## src/rtl/pwm_duty_ramp_pkg.sv

```systemverilog
// Shared PWM definitions: duty width, default ramp pacing and ramp FSM states.
package pwm_duty_ramp_pkg;

    localparam int unsigned DUTY_W               = 8;
    localparam int unsigned PERIODS_PER_STEP_DEF = 4;

    typedef enum logic [1:0] {
        IDLE,
        RAMP_UP,
        RAMP_DOWN
    } ramp_state_e;

endpackage

```

## src/rtl/pwm_duty_ramp_period_timer.sv

```systemverilog
// Free-running PWM period counter with end-of-period and start-of-period decode.
module pwm_period_timer
    import pwm_duty_ramp_pkg::*;
(
    input  logic clkin_i,
    input  logic reset_i,
    output logic boundary_o,
    output logic period_start_o
);

    logic [DUTY_W-1:0] pcnt_q;
    logic [DUTY_W-1:0] pcnt_d;

    always_comb begin
        pcnt_d = pcnt_q + 1'b1;
    end

    always_ff @(posedge clkin_i or posedge reset_i) begin
        if (reset_i) begin
            pcnt_q <= '0;
        end else begin
            pcnt_q <= pcnt_d;
        end
    end

    assign boundary_o     = (pcnt_q == '1);
    assign period_start_o = (pcnt_q == '0);

endmodule

```

## src/rtl/pwm_duty_ramp.sv

```systemverilog
// Ramps the PWM duty toward a requested target, one step every PERIODS_PER_STEP periods.
module pwm_duty_ramp
    import pwm_duty_ramp_pkg::*;
#(
    parameter int unsigned PERIODS_PER_STEP = PERIODS_PER_STEP_DEF
) (
    input  logic              clkin,
    input  logic              reset,
    input  logic [DUTY_W-1:0] target_duty,
    input  logic [DUTY_W-1:0] step_size,
    input  logic              target_valid,
    output logic              target_ready,
    output logic [DUTY_W-1:0] duty_cycle,
    output logic              ramp_busy,
    output logic              period_start
);

    localparam logic [DUTY_W-1:0] DIV_LAST = DUTY_W'(PERIODS_PER_STEP - 1);

    ramp_state_e       state_q, state_d;
    logic [DUTY_W-1:0] duty_q, duty_d;
    logic [DUTY_W-1:0] tgt_q, tgt_d;
    logic [DUTY_W-1:0] stp_q, stp_d;
    logic [DUTY_W-1:0] div_q, div_d;
    logic              boundary;
    logic [DUTY_W:0]   up_sum;
    logic [DUTY_W-1:0] dn_gap;
    logic [DUTY_W-1:0] duty_step;

    pwm_period_timer u_timer (
        .clkin_i        (clkin),
        .reset_i        (reset),
        .boundary_o     (boundary),
        .period_start_o (period_start)
    );

    // 9-bit sum keeps the ramp-up clamp correct near 255; the down gap is only used when duty_q > tgt_q.
    always_comb begin
        up_sum    = {1'b0, duty_q} + {1'b0, stp_q};
        dn_gap    = duty_q - tgt_q;
        duty_step = duty_q;
        if (state_q == RAMP_UP) begin
            duty_step = (up_sum > {1'b0, tgt_q}) ? tgt_q : up_sum[DUTY_W-1:0];
        end else if (state_q == RAMP_DOWN) begin
            duty_step = (dn_gap <= stp_q) ? tgt_q : duty_q - stp_q;
        end
    end

    always_comb begin
        state_d = state_q;
        duty_d  = duty_q;
        tgt_d   = tgt_q;
        stp_d   = stp_q;
        div_d   = div_q;
        case (state_q)
            IDLE: begin
                if (target_valid) begin
                    tgt_d = target_duty;
                    stp_d = (step_size == '0) ? DUTY_W'(1) : step_size;
                    div_d = '0;
                    if (target_duty > duty_q) begin
                        state_d = RAMP_UP;
                    end else if (target_duty < duty_q) begin
                        state_d = RAMP_DOWN;
                    end
                end
            end
            RAMP_UP, RAMP_DOWN: begin
                if (boundary) begin
                    if (div_q == DIV_LAST) begin
                        div_d  = '0;
                        duty_d = duty_step;
                        if (duty_step == tgt_q) begin
                            state_d = IDLE;
                        end
                    end else begin
                        div_d = div_q + 1'b1;
                    end
                end
            end
            default: state_d = IDLE;
        endcase
    end

    always_ff @(posedge clkin or posedge reset) begin
        if (reset) begin
            state_q <= IDLE;
            duty_q  <= '0;
            tgt_q   <= '0;
            stp_q   <= DUTY_W'(1);
            div_q   <= '0;
        end else begin
            state_q <= state_d;
            duty_q  <= duty_d;
            tgt_q   <= tgt_d;
            stp_q   <= stp_d;
            div_q   <= div_d;
        end
    end

    assign duty_cycle   = duty_q;
    assign target_ready = (state_q == IDLE);
    assign ramp_busy    = (state_q != IDLE);

endmodule

```

## config.mk

```make
export PLATFORM = sky130hd
export DESIGN_NAME = pwm_duty_ramp
export DESIGN_NICKNAME = d
export VERILOG_FILES = /design/src/rtl/pwm_duty_ramp_pkg.sv /design/src/rtl/pwm_duty_ramp_period_timer.sv /design/src/rtl/pwm_duty_ramp.sv
export SDC_FILE = /design/constraint.sdc
export NUM_CORES = 1
export LEC_CHECK = 0
export ABC_AREA = 1
export BUFFER_PORTS_ARGS = -buffer_cell sky130_fd_sc_hd__buf_2
export CAP_MARGIN = 10
export CORE_ASPECT_RATIO = 0.5
export CORE_UTILIZATION = 44
export DETAILED_ROUTE_END_ITERATION = 7
export HOLD_SLACK_MARGIN = 0.12
export PLACE_DENSITY = 0.61
export SYNTH_ARGS = -nofsm -noshare
export SYNTH_HDL_FRONTEND = slang
export SYNTH_HIERARCHICAL = 1
export SYNTH_SLANG_ARGS = --single-unit
```

## constraint.sdc

```tcl
create_clock -name clkin -period 3.82 [get_ports clkin]
set_input_delay 0.191 -clock clkin [delete_from_list [all_inputs] [get_ports clkin]]
set_output_delay 0.191 -clock clkin [all_outputs]
set_load 0.1 [all_outputs]
```

# [Word level (Yosys, flattened, before mapping)]
# Index checks and enable logic that the tools add are counted.
[word_totals] register_bits=42 in_bits=19 output_inout_bits=11 word_cells=51
[classes] addsub=5 order_cmp=4 n_eq_ne=10 muxes=16 reduce_logical=10
[op_table] operator="two-way mux 8 bit" count=8
[op_table] operator="adder 8 x 1 -> 8 bit (second input constant)" count=2
[op_table] operator="zero test 8 bit" count=2
[op_table] operator="case mux 8 bit (2 select lines)" count=1
[op_table] operator="subtractor 8 bit" count=2
[op_table] operator="two-way mux 2 bit" count=6
[op_table] operator="adder 8 x 8 -> 9 bit" count=1
[op_table] operator="> comparator 9 x 8 -> 1 bit" count=1
[op_table] operator="== test 8 x 2 -> 1 bit (second input constant)" count=1
[op_table] operator="== test 8 bit" count=1
[op_table] operator="== test 8 bit (second input constant)" count=1
[op_table] operator="> comparator 8 bit" count=1
[op_table] operator="less-or-equal comparator 8 bit" count=1
[op_table] operator="< comparator 8 bit" count=1
[op_table] operator="inequality test 2 bit (second input constant)" count=4
[op_table] operator="AND reduction 3 bit" count=2
[op_table] operator="AND reduction 5 bit" count=1
[op_table] operator="case mux 2 bit (2 select lines)" count=1
[op_table] operator="nonzero test 2 bit" count=2
[op_table] operator="inequality test 3 x 1 -> 1 bit (second input constant)" count=1
[op_table] operator="== test 2 x 1 -> 1 bit (second input constant)" count=1
[op_table] operator="== test 2 bit (second input constant)" count=1
[op_table] operator="zero test 2 bit" count=1
[op_table] operator="AND reduction 2 bit" count=1
[op_table] operator="OR reduction 2 bit" count=1

# [Depth between registers and ports, before layout]
[depth] ltp_word=10 depth_mapped=32 depth_no_buf=30

# [Hierarchy]
# The synthesis kept the hierarchy.
[modules_own_cells] mod="pwm_duty_ramp" instances=1 cells_each=517 area_per_inst_um2=3567.2 seq_area_each_um2=852.1
[modules_own_cells] mod="pwm_period_timer" instances=1 cells_each=47 area_per_inst_um2=395.4 seq_area_each_um2=200.2

# [Least setup slack after synthesis]
# No wires, ideal clock.
[synth_path] kind="register -> register" startpoint="reg duty_q[0], in the netlist duty_cycle[0]" endpoint="reg state_q[0]" setup_time_ps=117 arrival_ps=4014 required_time_ps=3703 setup_slack_ps=-311 stages_incl_launch_ff=29 path_buffers=0 synth_period_minus_slack_ps=4131 path_cell_list="dfrtp_1 > inv_1 > ha_1 > fa_1 > o21ai_0 > nand2_1 > nand2_1 > a21oi_1 > xnor2_1 > ha_1 > nand2_1 > nor2_1 > nand2_1 > nand2_1 > nand2_2 > inv_1 > nand2_1 > nand3_1 > o21ai_0 > nand2_1 > nand3_1 > nand2_1 > nand2_1 > nor2_1 > nand2_1 > nand2_2 > nand2_2 > nand2_1 > nand2_1"
[synth_via] elab_chain_len=8 word_cells_on_any_way=18 classes_between="add/sub: 3; order compare: 4; eq/ne: 3; mux: 7; reduce/logical: 1"
[synth_lines] item="from (decl)" line="pwm_duty_ramp.sv:21" text="logic [DUTY_W-1:0] duty_q, duty_d;"
[synth_lines] item="from (signal assigned)" line="pwm_duty_ramp.sv:94" text="duty_q <= duty_d;"
[synth_lines] item="subtractor 8 bit" line="pwm_duty_ramp.sv:40" text="dn_gap = duty_q - tgt_q;"
[synth_lines] item="less-or-equal comparator 8 bit" line="pwm_duty_ramp.sv:45" text="duty_step = (dn_gap <= stp_q) ? tgt_q : duty_q - stp_q;"
[synth_lines] item="two-way mux 8 bit" line="pwm_duty_ramp.sv:45"
[synth_lines] item="two-way mux 8 bit" line="pwm_duty_ramp.sv:44" text="end else if (state_q == RAMP_DOWN) begin"
[synth_lines] item="two-way mux 8 bit" line="pwm_duty_ramp.sv:42" text="if (state_q == RAMP_UP) begin"
[synth_lines] item="== test 8 bit" line="pwm_duty_ramp.sv:73" text="if (duty_step == tgt_q) begin"
[synth_lines] item="inequality test 2 bit (no line)"
[synth_lines] item="AND reduction 5 bit (no line)"
[synth_lines] item="to (signal assigned)" line="pwm_duty_ramp.sv:93" text="state_q <= state_d;"
[synth_lines] item="to (decl)" line="pwm_duty_ramp.sv:20" text="ramp_state_e state_q, state_d;"
# Parallel ways exist; a longest one is shown, timed or not. The select of a mux whose other input is x is not followed.
# A chain may end at the register's enable or synchronous reset.

# [Final worst setup path]
[layout_path] startpoint="reg duty_q[2], in the netlist duty_cycle[2]" endpoint="reg state_q[0]"
# Same word-level chain as after synthesis.

==> run summary <==
Vias per cell: 5.22
Finished Layout Cells: 741
Site Rows: 24
Fin crit period: 3660 ps
Post-synthesis mux area share: 0
Largest net degree at the start of global routing: 35
CTS max path bufs: 2
Die span in x: 136 microns
CTS clock-pin slew for the worst setup and hold paths: 60 ps
Status: finished clean
Synth top cells by count: nand2_1 (138), inv_1 (84), nand3_1 (68), ha_1 (52), dfrtp_1 (41)
CP max stage cell: dfrtp_2
NetSw: 0.00198 W
Max Clk Rate: 273 MHz
Routed WL: 11300 microns
Filler instances: 874
Vias in the first global route: 3514
Crit path capture type: flip-flop
CTS HTree Levels: 2
First-pass GRT wire length: 18000 microns
Sequential area share after synthesis: 0.266
Post-Syn Area per Cell: 7.03 sq um
Adder-cell share of the synthesized area: 0.179
YS warnings: 6
ANT cells: 0
Starting DRC count in detailed routing: 273
Unrepaired setup endpoints after global routing: true
Antenna violations before repair: 0
Post-synth ARST share: 1.00
#FFs+latches synth: 42
Max capacitance violation total: 0
Area Overhead vs Synth: 20.1%
Later-pin clock latency in the skew report: 290 ps
CTS tree: built
Number of synthesized flops with an enable pin: 0
Total GRT Usage: 0.251
Worst slew pin tran: 957 ps
Relative slew slack: 0.360
Largest family of logic cells by synthesized area: simple AND/OR/NAND/NOR gates
Final setup fails: 0
Syn_nets: 638
CP most frequent cell: nand2_1
Dominant cell by count in the synthesized netlist: nand2_1
Arrival time worst endpoint: 3850 ps
Inst Count DP: 721
WL per Instance: 15.2 microns
Netlist Area Pre-Place: 0.00396 sq mm
TNS Setup: 0 ps
Num CTS Buffers: 5
Sequential Power Share: 0.182
Crit Path Category: reg2reg
1st-pass router iterations: 5
Most common flop cell mapped by yosys: dfrtp_1
DP HPWL: 8750 microns
GPL Wtd Cong: 0.960
Layout Nets: 697
Worst hold path class: in2reg
# clock sinks: 42
Startpoint Class: flip-flop
Clock power share: 0.115
Root Driver: clkbuf_16
Cells after Synth: 564
Pint: 0.00177 W
Final Hold Violating Endpoints: 0
Layout cell share with drive strength beyond 1: 0.199
Input/output buffers: 29
Skew final: 3.20 ps
Die Ht: 69.1 microns
Dominant cell type by area after synthesis: dfrtp_1
Max Transition Viols Final: 0
Worst EP required: 4010 ps
Final period utilization: 0.959
Vias: 3870
Synth Area in Compound Gates: 0.117
Synth area leaders: dfrtp_1 (26%), ha_1 (16%), nand2_1 (13%)
Maximum vdd ir drop: 0.477 mV
DRC: 0
Core area: 0.00871 sq mm
Initial Utilization: 0.455
Yosys top cell area share: 0.259
Combinational Power Share: 0.703
Xor/xnor cell area share of the yosys netlist: 0.0420
Sw Share: 0.527
Library cells used by synthesis: 40
Sequential standard cell area: 0.00106 sq mm
PD cells: 787 mW/mm^2
Total grt overflow: 0
Post-DRT Antenna Nets: 0
I/O pin total: 30
Max Fanout on Critical Path: 5
Post-Synth Simple-Gate Area: 0.293
Critical Path Max Stage Delay: 450 ps
Area of the multi-input gates: 0.00267 sq mm
Die area: 0.00941 sq mm
Leakage: 2.52 nW
## state kept, by name, summed over array words and instances, names as in the netlist
register	flops
div_q	8
duty_cycle	8
stp_q	8
tgt_q	8
u_timer/pcnt_q	8
state_q	2
## path summary, 6_finish.rpt
check / depth (start not counted) / startpoint / to / slack [ps]
min in group asynchronous: 3 / reset / u_timer/pcnt_q[7] / 400
worst min-delay path: 3 / step_size[3] / stp_q[3] / 170
worst max-delay path: 28 / duty_cycle[2] / state_q[0] / 160
max in group asynchronous: 4 / reset / duty_cycle[1] / 2910
worst max register to register: 28 / duty_cycle[2] / state_q[0] / 160
worst min register to register: 1 / u_timer/pcnt_q[0] / u_timer/pcnt_q[0] / 490
## area by class of cell
type / count / area share
multi-input combinational: 423 / 0.560
sequential: 42 / 0.222
timing repair buffer: 65 / 0.0886
inverter: 86 / 0.0683
tap: 117 / 0.0307
clock buffer: 6 / 0.0271
clock inverter: 2 / 0.00289
## what timing repair did
action / 4_1_cts / 5_1_grt
endpoints found under the hold margin: 41 / 0
buffers inserted: 0 / 10
gates cloned: 0 / 1
hold buffers: 1 / 0
gates resized for setup: 2 / 40
endpoints found under the setup margin: 2 / 3
pin swaps: 0 / 23
## through the flow
step / setup WS [ps] / utilization / hold WS [ps] / area [sq um] / total power, W
after detailed placement: -23.6 / 0.501 / 169 / 4360 / 0.00301
after floorplan: 2.24 / - / 6.66 / 3970 / 0.00240
after global routing: -106 / 0.547 / 187 / 4760 / 0.00410
after CTS: 7.63 / 0.519 / 171 / 4520 / 0.00346
after global placement: 10.6 / 0.501 / 167 / 4360 / 0.00301
final: 157 / 0.547 / 171 / 4760 / 0.00375
## layer usage
layer / track usage / up-vias / part of all wire
met5: 0 / - / 0
met4: 0.0593 / 0 / 0.015
met3: 0.0375 / 12 / 0.063
met2: 0.352 / 106 / 0.40
met1: 0.395 / 1794 / 0.53
li1: - / 1958 / -
## logic make-up after synthesis
kind of cell	Yosys count
AOI/OAI and AO/OA	81
xor gates and xnor gates	19
adders and majority gates	55
buffers and inverters	100
DFF	42
and+or+nand+nor	267
## layout by cell type, fill, tap and decap left out, types with 6 or more instances in the layout
cell type,n
buf_2,29
xor2_1,12
nor2_1,28
o21ai_0,21
inv_1,81
nand3_1,64
ha_1,47
nor3_1,6
a21oi_1,34
dfrtp_1,37
nand2_1,130
nand2_2,14
nand4_1,7
buf_4,34
## power groups by stage
stage,combinational (W),clock (W),sequential [W]
2_1_floorplan,0.00175,0,0.000646
3_3_place_gp,0.00233,0,0.000677
3_5_place_dp,0.00233,0,0.000681
4_1_cts,0.00235,0.000438,0.000672
5_1_grt,0.00295,0.000454,0.000693
6_report,0.00263,0.000431,0.000683
## critical path, delay by kind of cell (launching register included)
family | cells | cell delay [ps]
adders and majority gates | 2 | 530
and+or+nand+nor | 16 | 1370
buffers and inverters | 3 | 230
AOI/OAI and AO/OA | 6 | 780
DFF | 1 | 450
xor gates and xnor gates | 1 | 170
Power figures use the tool's default switching activity.
